==> src/rtl/fifo_wptr_full_pkg.sv <==
// Shared pointer helpers for the asynchronous FIFO read and write sides:
// pointer-width derivation and binary/Gray conversions.
package fifo_wptr_full_pkg;

   localparam int unsigned CONV_W = 32;

   // Pointer width for a given depth: address bits plus one wrap bit.
   function automatic int unsigned ptr_width(input int unsigned depth);
      return $clog2(depth) + 1;
   endfunction

   function automatic logic [CONV_W-1:0] bin_to_gray(input logic [CONV_W-1:0] b);
      return (b >> 1) ^ b;
   endfunction

   // Each binary bit is the XOR of all Gray bits at or above it.
   function automatic logic [CONV_W-1:0] gray_to_bin(input logic [CONV_W-1:0] g);
      logic [CONV_W-1:0] b;
      b = '0;
      for (int unsigned i = 0; i < CONV_W; i++) begin
         b[i] = ^(g >> i);
      end
      return b;
   endfunction

endpackage

==> src/rtl/fifo_wptr_full_gray2bin.sv <==
// Parameterized combinational Gray-to-binary converter, shared by the
// write-side full controller and the read-side empty controller.
module fifo_wptr_full_gray2bin
   import fifo_wptr_full_pkg::*;
#(
   parameter int unsigned WIDTH = 4
) (
   input  logic [WIDTH-1:0] GRAY,
   output logic [WIDTH-1:0] BIN
);

   always_comb begin
      BIN = WIDTH'(gray_to_bin(CONV_W'(GRAY)));
   end

endmodule

==> src/rtl/fifo_wptr_full.sv <==
// Write-side pointer and flag controller of the asynchronous FIFO.
// Optional overflow reporting (W_OVF, W_OVF_CNT) is enabled by FIFO_WR_OVF_EN.
module fifo_wptr_full
   import fifo_wptr_full_pkg::*;
#(
   parameter int MEM_DEPTH = 8,
   parameter int PTR_SIZE  = int'(ptr_width(MEM_DEPTH)),
   parameter int ADDR_SIZE = PTR_SIZE - 1,
   parameter int AF_LEVEL  = MEM_DEPTH - 2
) (
   input  logic                 CLK,
   input  logic                 RST,
   input  logic                 W_INC,
   input  logic [PTR_SIZE-1:0]  RQ2_PTR,
   output logic                 W_EN,
   output logic [ADDR_SIZE-1:0] W_ADDR,
   output logic [PTR_SIZE-1:0]  W_PTR,
   output logic                 W_FULL,
   output logic                 W_ALMOST_FULL,
`ifdef FIFO_WR_OVF_EN
   output logic [PTR_SIZE-1:0]  W_LEVEL,
   output logic                 W_OVF,
   output logic [7:0]           W_OVF_CNT
`else
   output logic [PTR_SIZE-1:0]  W_LEVEL
`endif
);

   logic [PTR_SIZE-1:0] bin_q;
   logic [PTR_SIZE-1:0] bin_next;
   logic [PTR_SIZE-1:0] gray_next;
   logic [PTR_SIZE-1:0] rbin;
   logic [PTR_SIZE-1:0] level_next;
   logic [PTR_SIZE-1:0] full_match;
   logic                accept;
   logic                full_next;
   logic                af_next;

   fifo_wptr_full_gray2bin #(
      .WIDTH (PTR_SIZE)
   ) u_rq2_g2b (
      .GRAY (RQ2_PTR),
      .BIN  (rbin)
   );

   // Full when the next write pointer equals the read pointer with its
   // two MSBs inverted, i.e. exactly one lap ahead in Gray space.
   always_comb begin
      accept     = W_INC & ~W_FULL & ~RST;
      bin_next   = bin_q + PTR_SIZE'(accept);
      gray_next  = PTR_SIZE'(bin_to_gray(CONV_W'(bin_next)));
      full_match = {~RQ2_PTR[PTR_SIZE-1 -: 2], RQ2_PTR[PTR_SIZE-3:0]};
      full_next  = (gray_next == full_match);
      level_next = bin_next - rbin;
      af_next    = (level_next >= PTR_SIZE'(AF_LEVEL));
   end

   always_comb begin
      W_EN   = accept;
      W_ADDR = bin_q[ADDR_SIZE-1:0];
   end

   always_ff @(posedge CLK) begin
      if (RST) begin
         bin_q         <= '0;
         W_PTR         <= '0;
         W_FULL        <= 1'b0;
         W_ALMOST_FULL <= 1'b0;
         W_LEVEL       <= '0;
      end else begin
         bin_q         <= bin_next;
         W_PTR         <= gray_next;
         W_FULL        <= full_next;
         W_ALMOST_FULL <= af_next;
         W_LEVEL       <= level_next;
      end
   end

`ifdef FIFO_WR_OVF_EN
   always_ff @(posedge CLK) begin
      if (RST) begin
         W_OVF     <= 1'b0;
         W_OVF_CNT <= '0;
      end else if (W_INC & W_FULL) begin
         W_OVF <= 1'b1;
         if (W_OVF_CNT != '1) begin
            W_OVF_CNT <= W_OVF_CNT + 8'd1;
         end
      end
   end
`endif

endmodule

==> config.mk <==
export PLATFORM = sky130hd
export DESIGN_NAME = fifo_wptr_full
export DESIGN_NICKNAME = d
export VERILOG_FILES = /design/src/rtl/fifo_wptr_full_pkg.sv /design/src/rtl/fifo_wptr_full_gray2bin.sv /design/src/rtl/fifo_wptr_full.sv
export SDC_FILE = /design/constraint.sdc
export NUM_CORES = 1
export LEC_CHECK = 0
export ABC_AREA = 1
export CAP_MARGIN = 20
export CORE_MARGIN = 2
export CORE_UTILIZATION = 40
export DETAILED_ROUTE_END_ITERATION = 7
export PLACE_DENSITY = 0.7
export SLEW_MARGIN = 20
export SYNTH_ARGS = -nofsm -noshare
export SYNTH_HDL_FRONTEND = slang
export SYNTH_SLANG_ARGS = --single-unit
==> constraint.sdc <==
create_clock -name CLK -period 2.5 [get_ports CLK]
set_input_delay 0.5 -clock CLK [delete_from_list [all_inputs] [get_ports CLK]]
set_output_delay 0.5 -clock CLK [all_outputs]
set_load 0.01 [all_outputs]
==> results of run 1 <==
==> synthesized netlist by cell type <==
cell,number,area (um2)
a21oi_1,3,15.01
buf_4,1,7.510
dfxtp_1,13,260.3
ha_1,5,62.56
inv_1,22,82.58
inv_2,2,7.510
nand2_1,23,86.33
nand2_2,4,25.02
nand3_1,8,40.04
nand3_2,2,20.02
nor2_1,11,41.29
nor2_2,1,6.260
o21ai_0,1,5.000
xor2_1,5,43.79
==> final cells by class <==
type	instances	area (um2)
clock buffer	4	26.28
tap	17	21.27
inverter	24	90.09
multi-input combinational	63	365.4
fill	157	673.1
timing repair buffer	27	252.7
sequential	13	260.3
==> stage by stage <==
step / hold WS, ns / cell area [um2] / instances / setup WS, ns
4_1_cts: 0.6053 / 996.0 / 148 / 0.1035
3_5_place_dp: 0.5878 / 969.7 / 144 / -0.1844
6_report: 0.5967 / 1016 / 148 / 0.1674
5_1_grt: 0.6595 / 1016 / 148 / 0.005794
3_3_place_gp: 0.5690 / 969.7 / 144 / -0.1362
2_1_floorplan: 0.5811 / 703.2 / 101 / 0.1201
==> worst min-delay path by stage <==
stage             start  endpoint  slack [ns]  depth (start not counted)
3_3_place_gp   W_PTR[3]  W_PTR[3]        0.57                          3
2_1_floorplan  W_PTR[3]  W_PTR[3]        0.58                          3
4_1_cts        W_PTR[3]  W_PTR[3]        0.61                          3
6_report       W_PTR[3]  W_PTR[3]        0.60                          3
5_1_grt        W_PTR[3]  W_PTR[3]        0.66                          3
3_5_place_dp   W_PTR[3]  W_PTR[3]        0.59                          3
==> metal layers <==
metal / share of wire / vias to the layer above / global-route usage
li1: - / 357 / -
met1: 0.42 / 279 / 0.1483
met2: 0.53 / 12 / 0.2667
met3: 0.034 / 2 / 0.04762
met4: 0.012 / 0 / 0.08571
met5: 0 / - / 0
==> power groups by stage <==
| stage | sequential [W] | combinational, W | clock, W |
|---|---|---|---|
| floorplan | 0.000246 | 0.0000703 | 0 |
| global placement | 0.000235 | 0.000147 | 0 |
| detailed placement | 0.000236 | 0.000152 | 0 |
| CTS | 0.000231 | 0.000153 | 0.000128 |
| global route | 0.000233 | 0.000172 | 0.000137 |
| finish | 0.000231 | 0.000154 | 0.000124 |
==> worst max-delay path, delay by kind of cell <==
family / cells / cell delay [ns]
buf+inv: 5 / 0.68
fa+ha+maj: 3 / 0.67
simple gates: 7 / 0.42
compound gates: 1 / 0.19
==> kinds of logic after synthesis <==
logic type,Yosys count
AND/OR/NAND/NOR,49
buffers and inverters,25
flip-flops,13
XOR/XNOR,5
adder cells (fa/ha/maj),5
AO/OA/AOI/OAI,4
==> sequential cells by signal (all words and copies together) (netlist names) <==
name,cells
W_LEVEL,4
W_FULL,1
W_ALMOST_FULL,1
W_PTR,4
bin_q,3
==> impl_metrics.ini, run 1 <==
[outcome]
run_status = complete, no violations

[drt]
first_pass_iters = 4
wl_per_cell_um = 9.243
vias = 650
drt-vias-per-instance = 4.392
drt_iter0_markers = 7
drc = 0
routed_wl_um = 1368
ant_nets = 0

[logic_synthesis]
synth_xor_area_frac = 0.06228
synth_seq_cells = 13
synth.distinct_cells = 14
yosysWarnings = 0
synth_compound_area_frac = 0.02847
ys_seq_area_frac = 0.3701
syn_nets = 113
synthMuxAreaShare = 0
synth_top_family_by_area = simple AND/OR/NAND/NOR gates
synthCells = 101
yosys.area_share.simple = 0.3114
syn_area_per_cell_um2 = 6.962
synth_area_um2 = 703.2
synthAdderAreaFrac = 0.08897

[clock_network]
cts_sinks = 13
ctsLongestPathBuffers = 2
holdBufCountCts = 0
cts_inserted_buffers = 3
cts_setup_buffers = 0
cts_tree = built
htreeDepth = 1
clkLatencyLatePin_ns = 0.27
ctsResizeCount = 0
clock-root-buffer = clkbuf_4
cts.clk_slew.worst_paths_ns = 0.07

[setup_path]
rr_worst_depth = 14
max_stage_delay_ns = 0.47
cp-start-kind = primary input
cp-end-kind = flip-flop
crit_start = RST
cp_max_fo = 4
worstPathCellList = clkdlybuf4s50_1 -> inv_1 -> nand2_1 -> nor2_2 -> ha_2 -> ha_2 -> inv_1 -> nand3_1 -> nand2_1 -> inv_1 -> ha_1 -> inv_1 -> a21oi_1 -> nor2_2 -> nand2_1 -> nand2_1
critical_path.slowest_cell = clkdlybuf4s50_1
worst_r2r_startpoint = W_FULL
path_class = primary input to flip-flop
regToRegSetupSlack_ns = 0.62
worst-endpoint-arrival_ns = 2.50
rr_endpoint = W_ALMOST_FULL
crit_end = W_ALMOST_FULL
crit_required_ns = 2.67

[cells_and_area]
nets = 144
layout_commonest_cell = nand2_1
layout_common_cells = nand2_1 (23), inv_1 (22), clkdlybuf4s50_1 (20)
final_core_util = 0.6015
drive_gt1_frac = 0.1756
area_growth_pct = 44.48
diodes = 0

[place]
portBuffers = 20
dpl.hpwl_um = 1164
place.gp.congestion = 0.7453

[sta]
relSlewSlack = 0.8380
setup_viol = 0
period_needed_ns = 2.333
finalHoldViolCount = 0
setup-tns-final_ns = 0
finalClockSkew_ns = 0.003259
report.final.slew_viol_count = 0
worst_pin_slew_ns = 0.2422
fmax_mhz = 428.7
grt_setup_unrepaired = false
post-route-period-util = 0.9330

[power_and_ir_drop]
intPower_w = 0.0003662
p_leak_nw = 0.5221
p_clk_frac = 0.244
power.density_nw_per_um2 = 500.3
switching_share = 0.2796
p_sw_w = 0.0001421
seqPwrFrac = 0.454
ir_drop_mv = 0.2709
power_w = 0.0005083
comb_power_share = 0.302

[grt]
grtUsageTotal = 0.1492
grt_pass1_vias = 589
overflow = 0
grt_start_max_net_pins = 10
grt_pass1_wl_um = 2180
antenna_found_initial = 0

[worst_hold_path]
hp-class = flip-flop to flip-flop

[run]
maxCapViolations = 0

[die]
ioPinCount = 21
initial_core_util = 0.4163
rows = 15
core-area_um2 = 1689
die_y_um = 45.93
fp.dieW_um = 45.93
die_area_um2 = 2109
Power figures use the tool's default switching activity.
==> inputs of run 2 (changes only) <==
--- a/config.mk
+++ b/config.mk
@@ -8,9 +8,9 @@
 export ABC_AREA = 1
 export CAP_MARGIN = 20
 export CORE_MARGIN = 2
-export CORE_UTILIZATION = 40
+export CORE_UTILIZATION = 30
 export DETAILED_ROUTE_END_ITERATION = 7
-export PLACE_DENSITY = 0.7
+export SETUP_SLACK_MARGIN = 0.5
 export SLEW_MARGIN = 20
 export SYNTH_ARGS = -nofsm -noshare
 export SYNTH_HDL_FRONTEND = slang
==> run 2 against run 1 <==
Effect of this change:
- sequential cell count unchanged
- clock power up 3%
- hold slack better by 0.0079 ns
- final area up 12%
- via count up 6.2%
- sequential share of layout area down 2.8 points
- first-iteration DRC count up 43%
- final cell count up 13%
- non-clock buffer count up 8
- clock skew about the same
- worst setup slack better by 0.50 ns
- critical endpoint unchanged
- largest power group unchanged
==> impl_metrics.ini, run 2 (synthesis gave the netlist of run 1 again) <==
[clock_network]
cts.clk_slew.worst_paths_ns = 0.08
ctsLongestPathBuffers = 2
clock-root-buffer = clkbuf_4
htreeDepth = 1
cts_inserted_buffers = 3
cts_tree = built
cts_sinks = 13
clkLatencyLatePin_ns = 0.27

[setup_path]
worst-endpoint-arrival_ns = 2.00
cp-end-kind = flip-flop
cp_max_fo = 3
worst_r2r_startpoint = W_FULL
crit_required_ns = 2.67
rr_worst_depth = 13
cp-start-kind = primary input
regToRegSetupSlack_ns = 0.74
path_class = primary input to flip-flop
rr_endpoint = W_ALMOST_FULL

[sta]
setup_viol = 0
relSlewSlack = 0.8404
fmax_mhz = 546.6
finalClockSkew_ns = 0.003512
report.final.slew_viol_count = 0
period_needed_ns = 1.829
worst_pin_slew_ns = 0.2385
finalHoldViolCount = 0
grt_setup_unrepaired = false
post-route-period-util = 0.7318
hold_slack_ns = 0.6046

[power_and_ir_drop]
ir_drop_mv = 0.2459
p_leak_nw = 0.5782
power.density_nw_per_um2 = 474.8
power_w = 0.0005412

[drt]
vias = 690
drt-vias-per-instance = 4.132
drc = 0
first_pass_iters = 3
ant_nets = 0
wl_per_cell_um = 9.126
drt_iter0_markers = 10
routed_wl_um = 1524

[grt]
overflow = 0
grt_pass1_vias = 594
grt_pass1_wl_um = 2490
antenna_found_initial = 0
grtUsageTotal = 0.1254
grt_start_max_net_pins = 10

[cells_and_area]
reg_top3 = W_LEVEL x4, W_PTR x4, bin_q x3
design_area_um2 = 1140
diodes = 0
area_growth_pct = 62.10
layout_common_cells = nand2_1 (22), inv_1 (18), buf_4 (15)
drive_gt1_frac = 0.3094
num-fill-cells = 221
final_core_util = 0.5153
multiInputGateArea_um2 = 420.4
nets = 152
seqCellArea_um2 = 260.3
layout_commonest_cell = nand2_1

[run]
maxCapViolations = 0

[die]
die_y_um = 52.42
fp.dieW_um = 52.42
ioPinCount = 21
die_area_um2 = 2747
core-area_um2 = 2212
rows = 17
initial_core_util = 0.3179

[worst_hold_path]
holdPathEnd = W_PTR[3]
hp-class = flip-flop to flip-flop
hold_start = W_PTR[3]
whs_path_depth = 3

[place]
placed_cell_area_um2 = 1074
place.gp.congestion = 0.8377
portBuffers = 20
dpl.hpwl_um = 1235

[outcome]
run_status = complete, no violations
run 2: what timing repair did:
item                                    CTS  global route
pin swaps                                 0             4
endpoints found under the setup margin    8             3
gates resized for setup                   9             9
setup buffers                             0             4
hold buffers                              0             0
run 2: per-layer routing:
metal | vias to the layer above | track usage | part of all wire
met5 | - | 0 | 0
met4 | 0 | 0.1026 | 0.033
met3 | 4 | 0.008571 | 0.019
met2 | 10 | 0.2000 | 0.48
met1 | 302 | 0.1532 | 0.46
li1 | 374 | - | -
run 2: worst max path at each step:
stage | start | depth (start not counted) | endpoint | slack (ns)
detailed placement | RST | 17 | W_ALMOST_FULL | -0.09
CTS | RST | 17 | W_ALMOST_FULL | 0.52
global route | RQ2_PTR[3] | 15 | W_ALMOST_FULL | 0.52
floorplan | RST | 17 | W_ALMOST_FULL | 0.41
finish | RST | 17 | W_ALMOST_FULL | 0.67
global placement | RST | 16 | W_ALMOST_FULL | -0.05
run 2: cell type report:
class / instances / share of cell area
clock buffer: 4 / 0.02305
inverter: 24 / 0.08562
multi-input combinational: 63 / 0.3688
sequential: 13 / 0.2283
tap: 28 / 0.03074
timing repair buffer: 35 / 0.2634
run 2: worst max-delay path: stages:
cell and delay, ns:
buf_2 0.14, inv_8 0.06, nand2_4 0.04, nor2_4 0.10, ha_4 0.15, ha_4 0.12
inv_2 0.02, nand2_1 0.05, nand2_2 0.07, ha_4 0.27, inv_2 0.05, nor2_2 0.11
nand3_2 0.09, nand2_1 0.06, nand2_1 0.05, nand3_2 0.06, nand2_1 0.05
run 2: power by group:
group / internal [W] / switching, W / leakage [nW]
Clock: 0.0000617 / 0.0000658 / 0.0150
Sequential: 0.000225 / 0.00000748 / 0.107
Combinational: 0.0000970 / 0.0000838 / 0.456
Total: 0.000384 / 0.000157 / 0.578
run 2: through the flow:
step / TNS (ns) / cells / setup WS, ns
2_1_floorplan: 0 / 101 / 0.4077
3_3_place_gp: -0.09358 / 159 / -0.05224
3_5_place_dp: -0.1660 / 159 / -0.09390
4_1_cts: 0 / 163 / 0.5164
5_1_grt: 0 / 167 / 0.5168
6_report: 0 / 167 / 0.6706
==> inputs of run 3 (changes only) <==
==> constraint.sdc (replaced) <==
create_clock -name CLK -period 1.6 [get_ports CLK]
set_input_delay 0.32 -clock CLK [delete_from_list [all_inputs] [get_ports CLK]]
set_output_delay 0.32 -clock CLK [all_outputs]
set_load 0.01 [all_outputs]
==> run 3 against run 2 <==
Effect of this change:
- the flow now finishes with violations (negative setup slack)
- sequential cell count did not move
- non-clock buffer count rose by 18
- worst setup slack got worse by 0.75 ns
- via count rose by 12%
- critical endpoint unchanged
- largest cell class unchanged
- highest routed layer unchanged
==> impl_metrics.ini, run 3 (synthesis gave the netlist of run 1 again) <==
[grt]
grt_pass1_vias = 782
grt_pass1_wl_um = 2946
overflow = 0
grt_start_max_net_pins = 10
antenna_found_initial = 0
grtUsageTotal = 0.1487

[setup_path]
critical_path.slowest_cell = dfxtp_2
worst_r2r_startpoint = W_FULL
path_class = flip-flop to flip-flop
max_stage_delay_ns = 0.34
rr_worst_depth = 14
crit_required_ns = 1.78
worst-endpoint-arrival_ns = 1.87
cp-start-kind = flip-flop
cp_max_fo = 3
rr_endpoint = W_ALMOST_FULL
cp-end-kind = flip-flop
worstPathCellList = nor2_4 -> ha_4 -> ha_4 -> inv_2 -> nand2_2 -> nand2_4 -> ha_4 -> inv_4 -> nor2_4 -> nand3_2 -> nand2_1 -> nand2_1 -> nand3_2 -> nand2_1
regToRegSetupSlack_ns = -0.08

[cells_and_area]
area_growth_pct = 92.53
diodes = 0
num-fill-cells = 205
nets = 170
reg_top3 = W_LEVEL x4, W_PTR x4, bin_q x3
layout_commonest_cell = buf_4
drive_gt1_frac = 0.6624
layout_common_cells = buf_4 (26), nand2_1 (17), buf_2 (13)

[clock_network]
cts_sinks = 13
cts.clk_slew.worst_paths_ns = 0.08
htreeDepth = 1
cts_inserted_buffers = 3
clkLatencyLatePin_ns = 0.28
cts_tree = built
clock-root-buffer = clkbuf_4
holdBufCountCts = 0
ctsLongestPathBuffers = 2

[die]
ioPinCount = 21
core-area_um2 = 2212
die_y_um = 52.42
rows = 17
die_area_um2 = 2747
fp.dieW_um = 52.42
initial_core_util = 0.3179

[drt]
drc = 0
routed_wl_um = 1751
ant_nets = 0
vias = 775
first_pass_iters = 2
drt-vias-per-instance = 4.189
wl_per_cell_um = 9.465
drt_iter0_markers = 5

[sta]
finalClockSkew_ns = 0.01022
setup_viol = 3
fmax_mhz = 594.0
worst_pin_slew_ns = 0.1592
period_needed_ns = 1.684
setup-tns-final_ns = -0.1842
fin_ws_ns = -0.08360
post-route-period-util = 1.052
hold_slack_ns = 0.4425
report.final.slew_viol_count = 0
relSlewSlack = 0.8938
grt_setup_unrepaired = true
finalHoldViolCount = 0

[run]
maxCapViolations = 0

[outcome]
violations = negative setup slack
run_status = finished with violations

[worst_hold_path]
whs_path_depth = 5
hp-class = primary input to flip-flop
holdPathEnd = W_FULL
hold_start = RQ2_PTR[2]

[power_and_ir_drop]
ir_drop_mv = 0.4039
power_w = 0.0009411
p_leak_nw = 0.7055
p_sw_w = 0.0002904
intPower_w = 0.0006507
p_clk_frac = 0.216
seqPwrFrac = 0.386
switching_share = 0.3086
comb_power_share = 0.399
power.density_nw_per_um2 = 695.1

[place]
place.gp.congestion = 0.7855
dpl.hpwl_um = 1320
portBuffers = 20
pre_cts_slack_ns = -0.8158
## run 3: cell types whose count changed in the layout (fill, tap and decap cells not counted), moves of 3 or more
| cell | before | now |
|---|---|---|
| buf_2 | 1 | 13 |
| buf_4 | 15 | 26 |
| buf_6 | 0 | 11 |
| clkdlybuf4s50_1 | 14 | 0 |
| dfxtp_1 | 13 | 7 |
| dfxtp_2 | 0 | 5 |
| inv_1 | 18 | 10 |
| inv_2 | 5 | 10 |
| inv_4 | 0 | 3 |
| nand2_1 | 22 | 17 |
| nand2_2 | 4 | 8 |
## run 3: critical path: cells and delay by family, from the launching register on
kind	cells	cell delay, ns
DFF	1	0.34
buffers and inverters	2	0.07
and+or+nand+nor	9	0.61
adders and majority gates	3	0.56
## run 3: worst max path at each step
stage,slack [ns],to,start
2_1_floorplan,-0.31,W_ALMOST_FULL,RST
3_3_place_gp,-0.77,W_ALMOST_FULL,RST
3_5_place_dp,-0.82,W_ALMOST_FULL,RST
4_1_cts,-0.14,W_ALMOST_FULL,W_FULL
5_1_grt,-0.22,W_ALMOST_FULL,W_FULL
6_report,-0.08,W_ALMOST_FULL,W_FULL
## run 3: power by group through the flow
| stage | Clock, W | Sequential, W | Combinational, W |
|---|---|---|---|
| after global routing | 0.000220 | 0.000366 | 0.000414 |
| after global placement | 0 | 0.000370 | 0.000314 |
| after floorplan | 0 | 0.000386 | 0.000146 |
| after detailed placement | 0 | 0.000371 | 0.000316 |
| after CTS | 0.000209 | 0.000364 | 0.000328 |
| final | 0.000203 | 0.000363 | 0.000375 |
## run 3: layout make-up
class                           count  area, um2  share of cell area
Inverter                           24      105.1             0.07763
Clock buffer                        4      26.28             0.01941
Multi-Input combinational cell     63      514.2              0.3799
Tap cell                           28      35.03             0.02588
Sequential cell                    13      270.3              0.1996
Timing Repair Buffer               53      402.9              0.2976
## run 3: per-layer routing
layer  track usage  up-vias  share of wire
met1        0.1494      346           0.41
met4       0.09402        0          0.015
met3       0.03143        4          0.033
met2        0.2729       15           0.54
met5             0        -              0
li1              -      410              -
## run 3: through the flow
step	area [um2]	utilization	instances
finish	1354	0.6120	185
global route	1354	0.6120	185
CTS	1279	0.5781	182
detailed placement	1219	0.5509	172
global placement	1219	0.5509	172
floorplan	823.3	-	101
## run 3: what timing repair did
| item | in CTS | in global routing |
|---|---|---|
| pin swaps | 17 | 5 |
| resized for setup | 98 | 18 |
| cloned | 0 | 0 |
| buffers inserted | 6 | 3 |
| endpoints found under the setup margin | 27 | 17 |
==> patch (flow settings as in run 2) <==
Change the parameter `MEM_DEPTH` from 8 to 16.
--- a/src/rtl/fifo_wptr_full.sv
+++ b/src/rtl/fifo_wptr_full.sv
@@ -3,7 +3,7 @@
 module fifo_wptr_full
    import fifo_wptr_full_pkg::*;
 #(
-   parameter int MEM_DEPTH = 8,
+   parameter int MEM_DEPTH = 16,
    parameter int PTR_SIZE  = int'(ptr_width(MEM_DEPTH)),
    parameter int ADDR_SIZE = PTR_SIZE - 1,
    parameter int AF_LEVEL  = MEM_DEPTH - 2
Ports: changed (resized RQ2_PTR, W_ADDR, W_LEVEL and W_PTR); port bits go from 21 to 25. No check against the original RTL was run, so the function may have changed too.
==> patch against run 2 <==
  * Sequential share of layout area decreased by 2.9 points
  * Design area increased by 42%
  * Synthesized cell count increased by 29%
  * Worst setup slack got worse by 0.28 ns
  * Power increased by 32%
  * Synthesized area increased by 34%
  * Sequential cell count increased by 3
  * Wire length increased by 65%
==> patch: results <==
[run_status]
status = "complete, no violations"

[worst_setup_path]
critPathLaunch = "RQ2_PTR[3]"
cp_slowest_cell = "fa_2"
cp_top_family = "adder cells"
rrSetupSlack_ns = 0.60
cpPeakStageDelay_ns = 0.37
endpoint = "W_LEVEL[4]"
crit_fanout = 2

[grt]
antenna_found_initial = 0
grt_pass1_vias = 938
grt_pass1_wl_mm = 4.05

[hold_path]
hold_end = "W_FULL"
whs_path_depth = 5
min_path_type = "in2reg"

[yosys]
synth-compound-area-share_pct = 5.04
synth_xor_area_share_pct = 7.43
synth_top_cells_by_area = "dfxtp_1, nand2_1, ha_1"
synthCells = 130
ys_types = 24
synth_common_cells = "nand2_1, dfxtp_1, nor2_1"
ys_seq_area_share_pct = 34.0
syn-num-nets = 145

[place]
dp_hpwl_mm = 1.93
place_ws_ns = -0.345
io_buffers = 24
gp_congestion = 0.803

[detailed_routing]
drt_first_pass_iters = 4
drt-initial-drc-count = 32
num_vias = 1021

[timing]
skew_ns = 0.00280
worst_hold_slack_ns = 0.616
min_period_ns = 2.11

[finish]
largestRegisters = "W_LEVEL x5, W_PTR x5, bin_q x4"
drive_gt1_share_pct = 38.5
finalNonFillerCells = 223
final_nets = 196

[pwr]
power.leakage_nw = 0.708
switchingPower_w = 0.000219
combPwrFrac_pct = 40.5
ir_drop_mv = 0.170
power_combinational_w = 0.000289
[patch: cell count changes after synthesis, moves of 2 or more]
cell / before / now
nor2_1: 11 / 16
nand2_1: 23 / 40
xor2_1: 5 / 3
a21oi_1: 3 / 6
dfxtp_1: 13 / 16
nand4_1: 0 / 5
o21ai_1: 0 / 2
inv_1: 22 / 10
nand2_2: 4 / 2
[patch: routing by layer]
metal	track usage [%]	up-vias	wire (µm)
li1	-	518	-
met2	26.2	24	1280
met3	1.30	4	96
met1	18.9	475	1100
met4	6.67	0	34
met5	0	-	0
[patch: layout make-up]
class,count,area (µm²)
Fill cell,307,1410
Multi-Input combinational cell,98,686
Timing Repair Buffer,48,435
Sequential cell,16,322
Inverter,14,93.8
Tap cell,44,55.1
Clock buffer,3,22.5
[patch: timing repair]
item | 4_1_cts | 5_1_grt
gates resized for setup | 28 | 16
pin swaps | 18 | 10
setup buffers | 5 | 4
endpoints found under the setup margin | 7 | 6
gates cloned | 0 | 0
